==> src/rtl/kbd_pkg.sv <==
// Shared PS/2 scancode constants and decoder state encoding.
package kbd_pkg;

  localparam logic [7:0] SC_EXT     = 8'hE0;
  localparam logic [7:0] SC_BREAK   = 8'hF0;
  localparam logic [7:0] SC_SPACE   = 8'h29;
  localparam logic [7:0] SC_LEFT    = 8'h6B;
  localparam logic [7:0] SC_RIGHT   = 8'h74;
  localparam logic [7:0] SC_A       = 8'h1C;
  localparam logic [7:0] SC_D       = 8'h23;
  localparam logic [7:0] SC_W       = 8'h1D;
  localparam logic [7:0] SC_BAT_OK  = 8'hAA;
  localparam logic [7:0] SC_BAT_ERR = 8'hFC;
  localparam logic [7:0] SC_OVR_LO  = 8'h00;
  localparam logic [7:0] SC_OVR_HI  = 8'hFF;

  typedef enum logic [2:0] {
    ST_IDLE      = 3'd0,
    ST_EXT       = 3'd1,
    ST_BREAK     = 3'd2,
    ST_EXT_BREAK = 3'd3
  } kbd_state_t;

  // Keyboard self-test and overrun codes force a resync from any state.
  function automatic logic is_resync(input logic [7:0] b);
    return (b == SC_BAT_OK) || (b == SC_BAT_ERR) ||
           (b == SC_OVR_LO) || (b == SC_OVR_HI);
  endfunction

endpackage

==> src/rtl/key_decoder_if.sv <==
// Byte stream in, held-key levels out, between PS/2 receiver and
// character controller.
interface key_decoder_if;
  logic [7:0] rx_data;
  logic       rx_valid;
  logic       key_space;
  logic       key_left;
  logic       key_right;
  logic       seq_error;

  modport master (
    output rx_data, rx_valid,
    input  key_space, key_left, key_right, seq_error
  );

  modport slave (
    input  rx_data, rx_valid,
    output key_space, key_left, key_right, seq_error
  );
endinterface

==> src/rtl/kbd_prefix_timer.sv <==
// Saturating counter bounding the gap after an E0/F0 prefix byte.
module kbd_prefix_timer #(
  parameter int unsigned LIMIT = 130_000,
  localparam int W = (LIMIT > 1) ? $clog2(LIMIT) : 1
) (
  input  logic clk,
  input  logic rst,
  input  logic run,
  input  logic clear,
  output logic tc
);

  logic [W-1:0] cnt;

  assign tc = (cnt == W'(LIMIT - 1));

  always_ff @(posedge clk or posedge rst) begin
    if (rst) begin
      cnt <= '0;
    end else if (clear || !run) begin
      cnt <= '0;
    end else if (!tc) begin
      cnt <= cnt + 1'b1;
    end
  end

endmodule

==> src/rtl/key_decoder.sv <==
// PS/2 scancode to held-key decoder; KEY_DECODER_WASD_EN adds W/A/D
// as alternates for space/left/right.
module key_decoder
  import kbd_pkg::*;
#(
  parameter int unsigned PREFIX_TIMEOUT = 130_000
) (
  input logic          clk,
  input logic          rst,
  key_decoder_if.slave bus
);

  kbd_state_t state;
  logic       sp_q, lf_q, rt_q;
  logic       err_q;
  logic       tc;
  logic       timeout;

  kbd_prefix_timer #(
    .LIMIT (PREFIX_TIMEOUT)
  ) u_timer (
    .clk   (clk),
    .rst   (rst),
    .run   (state != ST_IDLE),
    .clear (bus.rx_valid),
    .tc    (tc)
  );

  assign timeout = tc && (state != ST_IDLE) && !bus.rx_valid;

`ifdef KEY_DECODER_WASD_EN
  logic sp_a, lf_a, rt_a;
  assign bus.key_space = sp_q | sp_a;
  assign bus.key_left  = lf_q | lf_a;
  assign bus.key_right = rt_q | rt_a;
`else
  assign bus.key_space = sp_q;
  assign bus.key_left  = lf_q;
  assign bus.key_right = rt_q;
`endif
  assign bus.seq_error = err_q;

  always_ff @(posedge clk or posedge rst) begin
    if (rst) begin
      state <= ST_IDLE;
      sp_q  <= 1'b0;
      lf_q  <= 1'b0;
      rt_q  <= 1'b0;
      err_q <= 1'b0;
`ifdef KEY_DECODER_WASD_EN
      sp_a  <= 1'b0;
      lf_a  <= 1'b0;
      rt_a  <= 1'b0;
`endif
    end else begin
      err_q <= 1'b0;
      if (bus.rx_valid) begin
        if (is_resync(bus.rx_data)) begin
          state <= ST_IDLE;
          sp_q  <= 1'b0;
          lf_q  <= 1'b0;
          rt_q  <= 1'b0;
          err_q <= (bus.rx_data != SC_BAT_OK);
`ifdef KEY_DECODER_WASD_EN
          sp_a  <= 1'b0;
          lf_a  <= 1'b0;
          rt_a  <= 1'b0;
`endif
        end else begin
          unique case (state)
            ST_IDLE: begin
              case (bus.rx_data)
                SC_EXT:   state <= ST_EXT;
                SC_BREAK: state <= ST_BREAK;
                SC_SPACE: sp_q  <= 1'b1;
`ifdef KEY_DECODER_WASD_EN
                SC_W:     sp_a  <= 1'b1;
                SC_A:     lf_a  <= 1'b1;
                SC_D:     rt_a  <= 1'b1;
`endif
                default:  state <= ST_IDLE;
              endcase
            end
            ST_EXT: begin
              state <= ST_IDLE;
              case (bus.rx_data)
                SC_BREAK: state <= ST_EXT_BREAK;
                SC_LEFT:  lf_q  <= 1'b1;
                SC_RIGHT: rt_q  <= 1'b1;
                default:  state <= ST_IDLE;
              endcase
            end
            ST_BREAK: begin
              state <= ST_IDLE;
              case (bus.rx_data)
                SC_SPACE: sp_q <= 1'b0;
`ifdef KEY_DECODER_WASD_EN
                SC_W:     sp_a <= 1'b0;
                SC_A:     lf_a <= 1'b0;
                SC_D:     rt_a <= 1'b0;
`endif
                default:  state <= ST_IDLE;
              endcase
            end
            ST_EXT_BREAK: begin
              state <= ST_IDLE;
              case (bus.rx_data)
                SC_LEFT:  lf_q  <= 1'b0;
                SC_RIGHT: rt_q  <= 1'b0;
                default:  state <= ST_IDLE;
              endcase
            end
            default: state <= ST_IDLE;
          endcase
        end
      end else if (timeout) begin
        // Stalled prefix: drop it, keep the held levels.
        state <= ST_IDLE;
        err_q <= 1'b1;
      end
    end
  end

endmodule

==> src/flat_wrapper.sv <==
// flat-port wrapper written by rule: the top's interface ports become plain ports
module key_decoder_flat import kbd_pkg::*;
#(
  parameter int unsigned PREFIX_TIMEOUT = 130_000
)
  (clk, rst, bus_rx_data, bus_rx_valid, bus_key_space, bus_key_left, bus_key_right, bus_seq_error);
  key_decoder_if bus_i ();
  input logic clk;
  input logic rst;
  input wire logic [$bits(bus_i.rx_data)-1:0] bus_rx_data;
  input wire logic [$bits(bus_i.rx_valid)-1:0] bus_rx_valid;
  output wire logic [$bits(bus_i.key_space)-1:0] bus_key_space;
  output wire logic [$bits(bus_i.key_left)-1:0] bus_key_left;
  output wire logic [$bits(bus_i.key_right)-1:0] bus_key_right;
  output wire logic [$bits(bus_i.seq_error)-1:0] bus_seq_error;
  assign bus_i.rx_data = bus_rx_data;
  assign bus_i.rx_valid = bus_rx_valid;
  assign bus_key_space = bus_i.key_space;
  assign bus_key_left = bus_i.key_left;
  assign bus_key_right = bus_i.key_right;
  assign bus_seq_error = bus_i.seq_error;
  key_decoder #(.PREFIX_TIMEOUT(PREFIX_TIMEOUT)) u_core (.clk(clk), .rst(rst), .bus(bus_i));
endmodule
==> config.mk <==
export PLATFORM = sky130hd
export DESIGN_NAME = key_decoder_flat
export DESIGN_NICKNAME = d
export VERILOG_FILES = /design/src/rtl/kbd_pkg.sv /design/src/rtl/key_decoder_if.sv /design/src/rtl/kbd_prefix_timer.sv /design/src/rtl/key_decoder.sv /design/src/flat_wrapper.sv
export SDC_FILE = /design/constraint.sdc
export NUM_CORES = 1
export LEC_CHECK = 0
export ABC_AREA = 1
export CORE_ASPECT_RATIO = 0.75
export CORE_UTILIZATION = 48
export CTS_BUF_LIST = sky130_fd_sc_hd__clkbuf_8
export DETAILED_ROUTE_END_ITERATION = 12
export GPL_ROUTABILITY_DRIVEN = 1
export PLACE_DENSITY = 0.69
export SYNTH_ARGS = -nofsm -noshare
export SYNTH_HDL_FRONTEND = slang
export SYNTH_SLANG_ARGS = --single-unit
==> constraint.sdc <==
create_clock -name clk -period 1.6 [get_ports clk]
set_clock_uncertainty 0.1 [all_clocks]
set_input_delay 0.32 -clock clk [delete_from_list [all_inputs] [get_ports clk]]
set_output_delay 0.32 -clock clk [all_outputs]
set_load 0.01 [all_outputs]
==> metrics, run 1 <==
gr usage total=between 20% and 30%; Post-Syn Nets=228; Worst Slack Setup Final=about 0.046 ns; Most used DFF post-synth=dfrtp_1; clk sink count=23; PD cells=544.4 mW/mm^2; fin crit share=97.12%; WL met3=183 um; met2 wire length=around 1500 um; share of layout cells above drive strength 1=roughly 17%; GP Congestion=around 0.9; YS warnings=0; # placed instances=approximately 280; via density per instance=about 5.1; Max IR drop VDD=between 0.0006 and 0.0007 V; grt ovf=0; CTS root buffer=clkbuf_8; Mapped Area=~0.0015 mm^2; Post-synth EDFFs=0; Ant. Diodes=0; P&R area growth vs syn=26.90%; DR top layer=met4; worst setup path class=in2reg; Max FO, Critical Path=4; Finish-stage setup viols=0; sequential cell area fraction in the yosys report=between 30 and 40%; Worst-Skew Late Latency=roughly 0.26 ns; Fillers=270; most instantiated library cell after synthesis=nand2_1; WHS=0.2890 ns; Post-synth ARST share=100.0%; crit path DAT=around 1.6 ns; number of global-route vias before repair=1256; max_cap viols=0; Final Hold Vio Count=0; CP startpoint kind=input port; top cell type's share of synthesized area=a little under two fifths; detailed-placement wirelength estimate=between 2000 and 3000 um; Critical Path RT=about 1.7 ns; io pins=15; Slew headroom=80.20%; Final Cell Area=roughly 0.0019 mm^2; clk buf depth=2; clock-pin slew on the worst setup and hold paths=~0.070 ns; leakage power=0.9850 nW; area post-placement=0.001785 mm^2; Post-Synthesis Cells=about 220; Netlist cell types=28; Cell Rows=17; Num CTS Buffers=3; DRT antenna net count=0; Hold WC Path Type=in2async; residual DRC count=0; unrepaired setup endpoints after global routing=true; WL met1=~1700 um; largest net degree at the start of global routing=24; top post-synthesis cells by count=nand2_1, inv_1, nor2_1; fin crit period=between 1.5 and 2 ns; worst setup slack after placement=-0.3167 ns; starting density of the core=50.92%; Final Max Slew Viols=0; nets=~260; wire per inst=approximately 12 um; Die Wd=around 67 um; Setup Total Neg Slack=0 ns; endpoint class of the critical path=flip-flop; Die Y=50.68 um; Die ar.=between 0.003 and 0.004 mm^2; fmax=about 0.64 GHz; Finished Layout Cells=284; port bufs=14; area leader, netlist=dfrtp_1; Slew @ Worst Pin=approximately 0.3 ns; vias=1454; initial antenna violation count=0; total routed wirelength=about 3400 um; first-pass detailed-route iteration total=4; H-tree levels=1; Multi-input gate area=850.8 um^2; r2r worst-path depth=8; Reg area=approximately 580 um^2; core area=a little under 0.003 mm^2; first-pass GRT wire length=between 5000 and 6000 um; post-synthesis register bit count=23; synthesized area per cell=around 7 um^2; CTS tree=done; status=finished, final reports clean; detailed router's first-iteration violation count=66; ranking of synthesized cells by area=dfrtp_1, nand2_1, inv_1
-- worst paths after layout --
path / startpoint / endpoint / slack, ns
min in group clk: u_core.bus.key_space$_DFFE_PP0P_ / u_core.bus.key_space$_DFFE_PP0P_ / 0.40
min reg2reg: u_core.bus.key_space$_DFFE_PP0P_ / u_core.bus.key_space$_DFFE_PP0P_ / 0.40
max reg2reg: u_core.u_timer.cnt[1]$_DFFE_PP0P_ / u_core.u_timer.cnt[4]$_DFFE_PP0P_ / 0.13
min: rst / u_core.bus.key_right$_DFFE_PP0P_ / 0.29
max: bus_rx_data[1] / u_core.bus.key_right$_DFFE_PP0P_ / 0.05
max in group asynchronous: rst / u_core.u_timer.cnt[11]$_DFFE_PP0P_ / 0.88
-- cell type report --
cell class | instances | area share, %
inverter | 38 | 7.412
sequential | 23 | 29.91
timing repair buffer | 28 | 13.65
multi-input combinational | 153 | 44.21
tap | 38 | 2.471
clock inverter | 1 | 0.1951
clock buffer | 3 | 2.146
-- cell usage in the layout, fill, tap and decap left out, types with 2 or more instances in the layout --
master and instances:
dfrtp_1 23, buf_4 14, nand2_2 3, nor2_2 2, nor3_4 2, nor2_4 6, inv_2 2, nand3_1 16
and3_1 2, dlymetal6s2s_1 7, nor4_1 2, a31oi_1 2, nand4_1 3, nor2_1 27, nand3_2 3, clkdlybuf4s50_1 7
nand2_1 49, clkbuf_8 3, o21ai_1 4, a21oi_1 10, nor3_1 6, inv_1 36, nand3b_1 2, o21ai_0 6
-- state kept, by name (all words and copies together) (netlist names) --
register and cells:
u_core.u_timer.cnt 17, u_core.state 2, u_core.bus.key_left 1, u_core.bus.key_right 1, u_core.bus.key_space 1, u_core.bus.seq_error 1
-- layer usage --
layer	global-route usage (%)	vias up
met5	0	-
met4	5.319	0
met3	5.455	2
met2	32.49	37
met1	35.45	663
li1	-	752
-- cells by family (layout without fill, tap and decap cells) --
group                    count (synthesis)  after routing  share of synthesized area (%)
adder cells (fa/ha/maj)                  1              1                         0.8250
flip-flops                              23             23                          37.95
AND/OR/NAND/NOR                        127            127                          42.08
buffers and inverters                   40             70                          10.48
AO/OA/AOI/OAI                           25             25                          8.663
-- metrics by stage --
step / util, % / power [mW]
global route: 64.62 / 1.091
global placement: 59.96 / 0.6969
finish: 64.62 / 1.048
CTS: 61.72 / 1.058
detailed placement: 59.96 / 0.7007
floorplan: - / 0.6397
-- report_power, final --
part / switching, mW / internal, mW / total, mW / leakage [nW]
sequential: 0.00197 / 0.584 / 0.586 / 0.311
combinational: 0.0643 / 0.0474 / 0.112 / 0.647
clock: 0.179 / 0.171 / 0.350 / 0.0269
-- worst max-delay path: stages --
cell             delay (ns)
clkdlybuf4s50_1        0.48
nor2_2                 0.16
nand2_1                0.11
inv_1                  0.11
nand2_1                0.09
nand4_1                0.14
nand3_1                0.10
nand2_1                0.07
inv_1                  0.04
-- timing repair --
item                                    4_1_cts  5_1_grt
hold buffers                                  0        0
gates resized for setup                       2       26
buffers inserted                              0        1
endpoints found under the setup margin        3       18
pin swaps                                     0        0
Power figures use the tool's default switching activity.
==> inputs of run 2 (changes only) <==
GPL_TIMING_DRIVEN = 0   (was not set)
PLACE_DENSITY = 0.72   (was 0.69)
clock period = 1.4 ns   (was 1.6 ns; I/O delays follow)
==> metrics, run 2 (synthesis gave the netlist of run 1 again) <==
Reg area=579.3 um^2 (was 575.6 um^2); Slew headroom=66.01% (was 80.20%); clock-pin slew on the worst setup and hold paths=0.08 ns (was 0.07 ns); first-pass GRT wire length=6009 um (was 5727 um); # placed instances=268 (was 279); crit-path cells=nand2_2 > inv_2 > nand2_1 > nor2_4 > nand4_4 > nand2_1 > nand2_1 > nand2_1 > inv_1 (was clkdlybuf4s50_1 > nor2_2 > nand2_1 > inv_1 > nand2_1 > nand4_1 > nand3_1 > nand2_1 > inv_1); largest net degree at the start of global routing=24 (unchanged); wire per inst=12.63 um (was 12.13 um); Critical Path RT=1.47 ns (was 1.66 ns); Final Cell Area=0.001969 mm^2 (was 0.001924 mm^2); CP most frequent cell=nand2_1 (unchanged); initial antenna violation count=0 (unchanged); CP startpoint kind=flip-flop (was input port); Multi-input gate area=875.8 um^2 (was 850.8 um^2); DRT antenna net count=0 (unchanged); Setup Total Neg Slack=-0.09455 ns (was 0 ns); Die Y=50.68 um (unchanged); Crit path largest cell delay=0.41 ns (was 0.48 ns); Finished Layout Cells=289 (was 284); Die ar.=0.003390 mm^2 (unchanged); port bufs=14 (unchanged); core area=0.002978 mm^2 (unchanged); Largest register FFs=17 (unchanged); Fillers=261 (was 270); max_cap viols=0 (unchanged); endpoint class of the critical path=flip-flop (unchanged); worst setup path startpoint=u_core.u_timer.cnt[6]$_DFFE_PP0P_ (was bus_rx_data[1]); reg-to-reg slack, setup=-0.05 ns (was 0.13 ns); Worst Slack Setup Final=-0.04756 ns (was 0.04616 ns); starting density of the core=50.92% (unchanged); grt ovf=0 (unchanged); Ant. Diodes=0 (unchanged); RR Endpoint=u_core.u_timer.cnt[4]$_DFFE_PP0P_ (unchanged); Worst-Skew Late Latency=0.27 ns (was 0.26 ns); io pins=15 (unchanged); total routed wirelength=3650 um (was 3444 um); P&R area growth vs syn=29.87% (was 26.90%); Max FO, Critical Path=8 (was 4); most frequent cells in the layout=nand2_1, inv_1, nor2_1 (unchanged); detailed-placement wirelength estimate=2576 um (was 2697 um); status=complete, but fails checks (was finished, final reports clean); number of global-route vias before repair=1348 (was 1256); area post-placement=0.001729 mm^2 (was 0.001785 mm^2); share of layout cells above drive strength 1=25.90% (was 17.07%); gr usage total=24.22% (was 23.14%); fmax=0.6908 GHz; via density per instance=5.114 (was 5.120); biggest regs=u_core.u_timer.cnt (17), u_core.state (2) (unchanged); vias=1478 (was 1454); slowest CP cell=dfrtp_1 (was clkdlybuf4s50_1); Max IR drop VDD=0.0004769 V (was 0.0006055 V); violated checks=setup timing; CTS root buffer=clkbuf_8 (unchanged); unrepaired setup endpoints after global routing=true (unchanged); Final Hold Vio Count=0 (unchanged); Hold WC Path Type=in2async (unchanged); Final Max Slew Viols=0 (unchanged); leakage power=0.9713 nW (was 0.9850 nW); clk buf depth=2 (unchanged); Pwr Total=1.189 mW (was 1.048 mW); detailed router's first-iteration violation count=84 (was 66); CTS tree=done (unchanged); Final Core Density=66.13% (was 64.62%); nets=264 (was 259); PD cells=603.6 mW/mm^2 (was 544.4 mW/mm^2); hold_buf cts=0 (unchanged); crit path DAT=1.52 ns (was 1.61 ns); first-pass detailed-route iteration total=6 (was 4); RR Startpoint=u_core.u_timer.cnt[6]$_DFFE_PP0P_ (was u_core.u_timer.cnt[1]$_DFFE_PP0P_); Most flops, register=u_core.u_timer.cnt (unchanged); clk sink count=23 (unchanged); worst setup path class=reg2reg (was in2reg); GP Congestion=0.8701 (was 0.9120); commonest non-fill, non-tap cell in the layout=nand2_1 (unchanged); Finish-stage setup viols=4 (was 0); residual DRC count=0 (unchanged); Num CTS Buffers=3 (unchanged); r2r worst-path depth=9 (was 8); H-tree levels=1 (unchanged); fin crit period=around 1.4 ns; fin crit share=103.4%; Slew @ Worst Pin=0.5088 ns (was 0.2943 ns); Cell Rows=17 (unchanged); Die Wd=66.90 um (unchanged)
run 2: cell count changes in the layout (fill, tap and decap cells not counted), sizes merged:
cell	previous run	this run
clkinv	1	2
buf	14	19
dlymetal6s2s	7	1
clkdlybuf4s50	7	2
inv	38	36
clkinvlp	0	1
dlygate4sd2	0	11
run 2: where the power goes:
part	internal (mW)	switching, mW	leakage (nW)
clock	0.199	0.215	0.0255
sequential	0.667	0.00213	0.306
combinational	0.0380	0.0671	0.640
run 2: how the worst max path moves through the flow:
stage                                              end  slack [ns]  depth (start not counted)
CTS                  u_core.u_timer.cnt[4]$_DFFE_PP0P_       -0.03                          8
global placement      u_core.bus.key_space$_DFFE_PP0P_       -0.47                          8
global route         u_core.u_timer.cnt[4]$_DFFE_PP0P_       -0.11                          9
floorplan           u_core.u_timer.cnt[16]$_DFFE_PP0P_       0.006                          8
finish               u_core.u_timer.cnt[4]$_DFFE_PP0P_       -0.05                          9
detailed placement    u_core.bus.key_space$_DFFE_PP0P_       -0.50                          8
run 2: what timing repair did:
action,in CTS,in global routing
gates resized for setup,27,18
pin swaps,11,7
setup endpoints to repair,21,23
buffers inserted,12,5
run 2: routing by layer:
| metal | routed length (um) | up-vias | GRT usage, % |
|---|---|---|---|
| li1 | - | 760 | - |
| met1 | 1815 | 675 | 35.66 |
| met2 | 1614 | 38 | 35.52 |
| met3 | 184 | 5 | 4.773 |
| met4 | 36 | 0 | 7.092 |
| met5 | 0 | - | 0 |
run 2: final cells by class:
type / instances / area share (%)
Inverter: 38 / 7.497
Clock buffer: 3 / 2.097
Buffer: 2 / 0.8259
Tap cell: 38 / 2.414
Timing Repair Buffer: 31 / 13.02
Multi-Input combinational cell: 153 / 44.47
Sequential cell: 23 / 29.42
Clock inverter: 1 / 0.2541
run 2: per-stage QoR:
step / setup WS (ns) / hold slack (ns)
finish: -0.04756 / 0.2996
global route: -0.1140 / 0.3402
CTS: -0.03057 / 0.3833
detailed placement: -0.4981 / 0.3621
global placement: -0.4718 / 0.3637
floorplan: 0.006210 / 0.1819
run 2: worst max-delay path, delay by kind of cell, from the launching register on:
| kind | cells | cell delay, ns |
|---|---|---|
| flip-flops | 1 | 0.41 |
| buffers and inverters | 2 | 0.12 |
| AND/OR/NAND/NOR | 7 | 0.73 |
